===== src/rtl/unit_tx_sched.sv =====
// Round-robin transmit scheduler: picks the next eligible computing unit for the
// packet transmitter, with per-unit credit tracking and a sticky protocol error.
module unit_tx_sched #(
  parameter  int N_UNITS = 4,
  parameter  int CREDITS = 2,
  localparam int UW      = (N_UNITS > 1) ? $clog2(N_UNITS) : 1,
  localparam int FW      = $clog2(N_UNITS * CREDITS + 1),
  localparam int CW      = $clog2(CREDITS + 1),
  localparam int LW      = $clog2(N_UNITS + 1)
) (
  input  logic               CORE_CLK,
  input  logic               RST_N,
  input  logic               req,
  output logic               grant,
  output logic [UW-1:0]      grant_unit,
  input  logic               tx_done,
  input  logic [N_UNITS-1:0] unit_ready,
  input  logic [N_UNITS-1:0] unit_tx_mask,
  input  logic [N_UNITS-1:0] unit_done,
  output logic [FW-1:0]      in_flight,
  output logic               no_unit,
  output logic               all_idle,
  output logic               err
);

  typedef enum logic [1:0] {
    S_IDLE   = 2'd0,
    S_SEARCH = 2'd1,
    S_GRANT  = 2'd2
  } state_e;

  state_e          state_q, state_d;
  logic [UW-1:0]   ptr_q, ptr_d;
  logic [LW-1:0]   lap_q, lap_d;
  logic            grant_q, grant_d;
  logic [UW-1:0]   grant_unit_q, grant_unit_d;
  logic            no_unit_q, no_unit_d;
  logic            err_q, err_d;
  logic [FW-1:0]   in_flight_q, in_flight_d;
  logic [CW-1:0]   credit_q [N_UNITS];
  logic [CW-1:0]   credit_d [N_UNITS];
  logic [N_UNITS-1:0] elig;
  logic            release_grant;

  function automatic logic [UW-1:0] wrap_inc(input logic [UW-1:0] p);
    return (p == UW'(N_UNITS - 1)) ? '0 : p + 1'b1;
  endfunction

  always_comb begin
    for (int i = 0; i < N_UNITS; i++) begin
      elig[i] = unit_ready[i] & ~unit_tx_mask[i] & (credit_q[i] != '0);
    end
  end

  always_comb begin
    // NOTE: every signal gets its hold value first so no path can infer a latch.
    state_d       = state_q;
    ptr_d         = ptr_q;
    lap_d         = lap_q;
    grant_d       = grant_q;
    grant_unit_d  = grant_unit_q;
    no_unit_d     = no_unit_q;
    err_d         = err_q;
    release_grant = 1'b0;

    case (state_q)
      S_IDLE: begin
        if (req) state_d = S_SEARCH;
      end
      S_SEARCH: begin
        if (!req) begin
          state_d = S_IDLE;
        end else if (elig[ptr_q]) begin
          grant_unit_d = ptr_q;
          grant_d      = 1'b1;
          lap_d        = '0;
          no_unit_d    = 1'b0;
          state_d      = S_GRANT;
        end else begin
          // One unit examined per cycle; a full fruitless lap flags no_unit.
          ptr_d = wrap_inc(ptr_q);
          if (lap_q == LW'(N_UNITS - 1)) begin
            lap_d     = '0;
            no_unit_d = 1'b1;
          end else begin
            lap_d = lap_q + 1'b1;
          end
        end
      end
      S_GRANT: begin
        if (tx_done) begin
          grant_d       = 1'b0;
          release_grant = 1'b1;
          ptr_d         = wrap_inc(grant_unit_q);
          state_d       = S_IDLE;
        end
      end
      default: state_d = S_IDLE;
    endcase

    if (tx_done && (state_q != S_GRANT)) err_d = 1'b1;

    // Simultaneous consume and return on one unit cancel out.
    for (int i = 0; i < N_UNITS; i++) begin
      credit_d[i] = credit_q[i];
      if (unit_done[i] && !(release_grant && (grant_unit_q == UW'(i)))) begin
        if (credit_q[i] == CW'(CREDITS)) err_d = 1'b1;
        else                             credit_d[i] = credit_q[i] + 1'b1;
      end else if (!unit_done[i] && release_grant && (grant_unit_q == UW'(i))) begin
        credit_d[i] = credit_q[i] - 1'b1;
      end
    end

    in_flight_d = '0;
    for (int i = 0; i < N_UNITS; i++) begin
      in_flight_d = in_flight_d + (FW'(CREDITS) - FW'(credit_q[i]));
    end
  end

  // NOTE: state registers use non-blocking assignments so all flops update together.
  always_ff @(posedge CORE_CLK or negedge RST_N) begin
    if (!RST_N) begin
      state_q      <= S_IDLE;
      ptr_q        <= '0;
      lap_q        <= '0;
      grant_q      <= 1'b0;
      grant_unit_q <= '0;
      no_unit_q    <= 1'b0;
      err_q        <= 1'b0;
      in_flight_q  <= '0;
      // NOTE: the credit array is a small register file holding live state, so it is reset.
      for (int i = 0; i < N_UNITS; i++) credit_q[i] <= CW'(CREDITS);
    end else begin
      state_q      <= state_d;
      ptr_q        <= ptr_d;
      lap_q        <= lap_d;
      grant_q      <= grant_d;
      grant_unit_q <= grant_unit_d;
      no_unit_q    <= no_unit_d;
      err_q        <= err_d;
      in_flight_q  <= in_flight_d;
      for (int i = 0; i < N_UNITS; i++) credit_q[i] <= credit_d[i];
    end
  end

  assign grant      = grant_q;
  assign grant_unit = grant_unit_q;
  assign in_flight  = in_flight_q;
  assign no_unit    = no_unit_q;
  assign err        = err_q;
  assign all_idle   = (state_q == S_IDLE) && (in_flight_q == '0);

endmodule


===== config.mk =====
export PLATFORM = sky130hd
export DESIGN_NAME = unit_tx_sched
export DESIGN_NICKNAME = d
export VERILOG_FILES = /design/src/rtl/unit_tx_sched.sv
export SDC_FILE = /design/constraint.sdc
export NUM_CORES = 1
export LEC_CHECK = 0
export ABC_CLOCK_PERIOD_IN_PS = 2650
export BUFFER_PORTS_ARGS = -buffer_cell sky130_fd_sc_hd__clkbuf_2
export CAP_MARGIN = 20
export CORE_UTILIZATION = 35
export CTS_CLUSTER_SIZE = 8
export DETAILED_ROUTE_END_ITERATION = 12
export PLACE_DENSITY_LB_ADDON = 0.2
export SLEW_MARGIN = 20
export SYNTH_ARGS = -nofsm -noshare
export SYNTH_HDL_FRONTEND = slang
export SYNTH_SLANG_ARGS = --single-unit

===== constraint.sdc =====
create_clock -name CORE_CLK -period 2.65 [get_ports CORE_CLK]
set_input_delay 0 -clock CORE_CLK [delete_from_list [all_inputs] [get_ports CORE_CLK]]
set_output_delay 0 -clock CORE_CLK [all_outputs]
set_load 0.005 [all_outputs]

### After elaboration in Yosys (flattened, before gate mapping)

Index checks and enable logic that the tools add are counted.

| storage, ports and cells | value |
|---|---|
| flip-flop bits (word level) | 24 |
| input bits | 16 |
| output and inout port bits | 10 |

| operators by class | value |
|---|---|
| add/sub/neg operators | 18 |
| order comparisons | 1 |
| eq/ne operators | 22 |
| mux-type cells | 44 |
| bitwise operators | 12 |
| reduce and logical (&&, ||, !) cells | 49 |

Operators by type and width:

| operator | count |
|---|---|
| $mux W2 | 21 |
| $ne A2 B2 Y1 const B | 10 |
| $reduce_bool A2 Y1 | 10 |
| $logic_and A1 B1 Y1 | 18 |
| $mux W1 | 17 |
| $eq A2 B2 Y1 const B | 8 |
| $add A2 B1 Y2 const B | 6 |
| $sub A2 B2 Y3 const A | 4 |
| $reduce_and A2 Y1 | 5 |
| $reduce_and A3 Y1 | 3 |
| $add A4 B4 Y4 | 2 |
| $and A1 B1 Y1 | 8 |
| $logic_not A1 Y1 | 8 |
| $reduce_and A4 Y1 | 2 |
| $sub A2 B1 Y2 const B | 4 |
| $mux W3 | 2 |
| $pmux W2 S3 | 1 |
| $add A3 B3 Y4 | 1 |
| $eq A2 B1 Y1 const B | 2 |
| $logic_not A2 Y1 | 2 |
| $logic_not A4 Y1 | 1 |
| $not A1 Y1 | 4 |
| $pmux W2 S2 | 1 |
| $add A3 B1 Y3 const B | 1 |
| 5 further kinds | 5 |

### Logic depth before layout (Yosys ltp)

| logic depth | value |
|---|---|
| word-level depth | 12 |
| mapped depth | 11 |
| mapped depth without buffers | 11 |

### Worst setup path before layout

No wires, ideal clock.

| path | value |
|---|---|
| path type | register -> register |
| start | register credit_q[7] (netlist name) |
| end | register in_flight_q[3] (netlist: in_flight[3]) |
| library setup time | 80 ps |
| arrival time | 2885 ps |
| slack | -315 ps |
| stages on the path, launching flop included | 12 |
| period minus slack after synthesis | 2965 ps |
| path through | dfstp_2 > inv_1 > ha_1 > fa_1 > fa_1 > inv_1 > ha_1 > inv_1 > fa_1 > xnor2_1 > xnor2_1 > xnor2_1 |

| on the way | value |
|---|---|
| word-level cells in the longest chain between the ends | 4 |

Ends and longest elaborated chain:

| what | RTL line | RTL |
|---|---|---|
| start, declared | 40 | `logic [CW-1:0] credit_q [N_UNITS];` |
| $sub A2 B2 Y3 | 116 | `in_flight_d = in_flight_d + (FW'(CREDITS) - FW'(credit_q[i]));` |
| $add A3 B3 Y4 | 116 |  |
| $add A4 B4 Y4 (2 in a row) | 116 |  |
| via in_flight_d[3] | 39 | `logic [FW-1:0] in_flight_q, in_flight_d;` |
| end signal, assigned | 141 | `in_flight_q <= in_flight_d;` |
| end, declared | 39 |  |

The timed path passes the listed nets, and every way through them passes these cells.
A chain may end at the register's enable or synchronous reset.

### Worst setup path in the final report

| path | value |
|---|---|
| start | register credit_q[3] (netlist name) |
| end | register in_flight_q[3] (netlist: in_flight[3]) |

| on the way | value |
|---|---|
| word-level cells in the longest chain between the ends | 3 |

Ends and longest elaborated chain:

| what | RTL line |
|---|---|
| $sub A2 B2 Y3 | 116 |
| $add A4 B4 Y4 (2 in a row) | 116 |
| via in_flight_d[3] | 39 |

The timed path passes the listed nets, and every way through them passes these cells.

==> results.py <==
metrics = {
    "clock_network": {
        "inserted_clock_buffers": 3,
        "cts.reportedPaths.clkPinSlew_ns": 0.09,
        "root_buffer": "clkbuf_8",
        "max-clock-path-buffers": 2,
        "insertion_delay_ns": 0.27,
        "clock_sinks": 24,
        "cts_tree": "yes",
        "cts-htree-levels": 1,
    },
    "critical_path": {
        "cp-start-kind": "register",
        "critPathKind": "reg -> reg",
        "cp.arrival_ns": 3.09,
        "worst_r2r_endpoint": "in_flight[3]",
        "critical_path_peak_fanout": 2,
        "r2r_depth": 11,
        "worst_setup_path_start": "credit_q[3]",
        "critical_path.endpoint_type": "register",
        "critical_path.slowest_cell": "dfstp_2",
        "cp-endpoint": "in_flight[3]",
        "cp.required_ns": 2.85,
        "setup.reg_to_reg.worst_slack_ns": -0.24,
        "r2r_start": "credit_q[3]",
        "critical_path.cell_chain": "inv_2 > ha_4 > fa_1 > fa_1 > inv_1 > ha_1 > inv_1 > fa_2 > xnor2_2 > xnor2_1 > xnor2_1",
        "critical_path.max_stage_delay_ns": 0.56,
    },
    "placement": {
        "routabilityCongestion": 0.764,
        "dp_hpwl_microns": 3070,
        "port-buffer-count": 25,
        "dpl_cell_area_sq_um": 2080,
        "placedCellCount": 267,
    },
    "global_route": {
        "grtUsageMet3_pct": 2.07,
        "grt_antenna_before_repair": 0,
        "grt_max_degree": 25,
        "wire_length_of_the_first_global_routing_pass_microns": 6400,
        "overflow": 0,
        "grt_util_met2_pct": 30.2,
        "globalRouteMet1Util_pct": 18.4,
        "grt.busiest_layer": "met2",
        "grt.total_usage_pct": 15.9,
        "first_global_vias": 1432,
    },
    "logic_synthesis": {
        "mean_post_synth_cell_area_sq_um": 10.6,
        "synth.largest_area_cell": "dfrtp_1",
        "ys_ff_latch": 24,
        "ys_top_cells_by_area": "dfrtp_1 28%, ha_1 14%, fa_1 6.8%",
        "synth-warning-count": 0,
        "ys_types": 41,
        "synth_largest_type_area_fraction_pct": 28.4,
        "synth-edff-count": 0,
        "post_synth_inst_count": 167,
        "yosysSeqAreaShare_pct": 34.3,
        "dominantRegCellSynth": "dfrtp_1",
        "synth.cell_area_sq_um": 1760,
        "mappedNetlistNets": 209,
        "synth_async_sr_flop_share_pct": 100,
    },
    "sta": {
        "whs_ns": 0.0224,
        "drv_slew": 0,
        "report.final.hold_viol_count": 0,
        "worst_clock_skew_ns": 0.00334,
        "post-route-min-period_ns": 2.89,
        "max_freq_ghz": 0.346,
        "max_slew_margin_vs_limit_pct": 56.8,
        "fin_ws_ns": -0.243,
        "setup_repair_after_global_routing_missed_its_margin": "yes",
        "report.final.setup_viol": 2,
        "final.period_utilization_pct": 109,
        "timing_worst_slew_pin_value_ns": 0.649,
    },
    "cells_and_area": {
        "area_delta_synth_final_pct": 23.0,
        "layout.cells.most_common": "clkbuf_2",
        "final_cell_area_sq_um": 2170,
        "stdcell_count": 273,
        "filler_cell_count": 464,
        "layout-drive-gt1-share_pct": 33.0,
        "layout.core_utilization_pct": 45.3,
        "final_net_count": 249,
        "commonest_non_fill_non_tap_cells_in_the_layout": "25 x clkbuf_2, 20 x inv_1, 20 x dfrtp_1, 16 x ha_1, 12 x nor2_1",
        "n_antenna_cell": 0,
    },
    "drt": {
        "postRouteWirelength_microns": 3740,
        "detailedRoute.firstPassIterationCount": 4,
        "route.vias.total": 1316,
        "initialDrtViolationCount": 31,
        "route.detailed.vias_per_inst": 4.82,
        "routed_wire_length_per_instance_microns": 13.7,
        "antenna_violating_nets_post_route": 0,
        "route.detailed.drc": 0,
    },
    "hold_path": {
        "hold_class": "in -> reg",
        "holdPathStages": 3,
    },
    "die": {
        "placementRows": 25,
        "die_y_microns": 73.0,
        "die_area_sq_um": 5330,
        "num_io_pins": 26,
        "die_width_microns": 73.0,
        "core_area_sq_um": 4790,
        "initial_utilization_pct": 36.9,
    },
    "run_status": {
        "outcome": "finished, violations left",
        "violated_checks": "negative setup slack",
    },
    "pwr": {
        "pwr_density_nw_per_um2": 1530,
        "worst_ir_drop_vdd_mv": 1.14,
        "power.static_leakage_uw": 0.00104,
    },
    "run": {
        "max_cap_viol_count": 0,
    },
}
-- routing by layer --
metal  part of all wire [%]  routed length [microns]
met1                     44                     1650
met2                     53                     1980
met3                    2.3                       85
met4                   0.77                       29
met5                      0                        0
-- cells in the mapped netlist (2+ instances only) --
master and number:
a31oi_1 2, ha_1 20, nand3_1 2, mux2i_1 8, nor4_2 2, inv_1 25, dfrtp_1 20, and4bb_2 2
dfstp_2 4, nand2_1 7, o31ai_1 4, nor3_1 2, nor3_2 2, nor4b_2 2, nor2_1 12, nand2b_1 7
fa_1 6, nand4b_1 2, a21oi_1 4, o21ai_0 2, xnor2_1 12
-- worst max-delay path, delay by kind of cell (launching register included) --
family,cells,cell delay [ns]
adders and majority gates,5,1.66
DFF,1,0.56
xor gates and xnor gates,3,0.46
buffers and inverters,3,0.16
-- cell families after synthesis --
family | share of synthesized area (%)
AO/OA/AOI/OAI | 7.94
XOR/XNOR | 5.96
adder cells (fa/ha/maj) | 21.0
buffers and inverters | 6.17
flip-flops | 34.3
multiplexers | 6.03
AND/OR/NAND/NOR | 18.6
-- how the worst min path moves through the flow --
stage	startpoint	endpoint	slack, ns
final	req	state_q[0]	0.02
after global routing	req	state_q[0]	0.03
after CTS	req	state_q[0]	0.02
after detailed placement	RST_N	lap_q[2]	0.05
after global placement	RST_N	lap_q[0]	0.05
after floorplan	RST_N	credit_q[0]	-0.30
-- registers in the layout (all words and copies together) (netlist names) --
| name | count |
|---|---|
| state_q | 2 |
| grant | 1 |
| err | 1 |
| in_flight | 4 |
| lap_q | 3 |
| grant_unit | 2 |
| no_unit | 1 |
| ptr_q | 2 |
| credit_q | 8 |
-- report_power, final --
| part | leakage (uW) | switching (uW) | total, uW | internal [uW] |
|---|---|---|---|---|
| Sequential | 0.000283 | 157 | 759 | 602 |
| Combinational | 0.000732 | 1130 | 2320 | 1190 |
| Clock | 0.0000288 | 119 | 252 | 133 |
| Total | 0.00104 | 1400 | 3330 | 1920 |
-- metrics by stage --
stage | TNS [ns] | total power (uW) | setup WS (ns)
finish | -0.257 | 3330 | -0.243
global route | -0.434 | 3720 | -0.342
CTS | -0.328 | 3420 | -0.292
detailed placement | -0.353 | 3090 | -0.295
global placement | -0.276 | 2970 | -0.242
floorplan | -0.238 | 2410 | -0.226
-- repair_timing --
item	CTS	global route
hold buffers	1	0
endpoints found under the hold margin	20	0
setup endpoints to repair	2	2
pin swaps	6	4
gates resized for setup	6	0
buffers inserted	1	0
-- final cells by class --
class	instances	area [sq um]	area share, %
inverter	25	93.8	4.33
sequential	24	606	27.9
timing repair buffer	37	221	10.2
tap	67	83.8	3.86
multi-input combinational	116	1110	51.2
clock buffer	4	55.1	2.54
(Power assumes the default switching activity.)
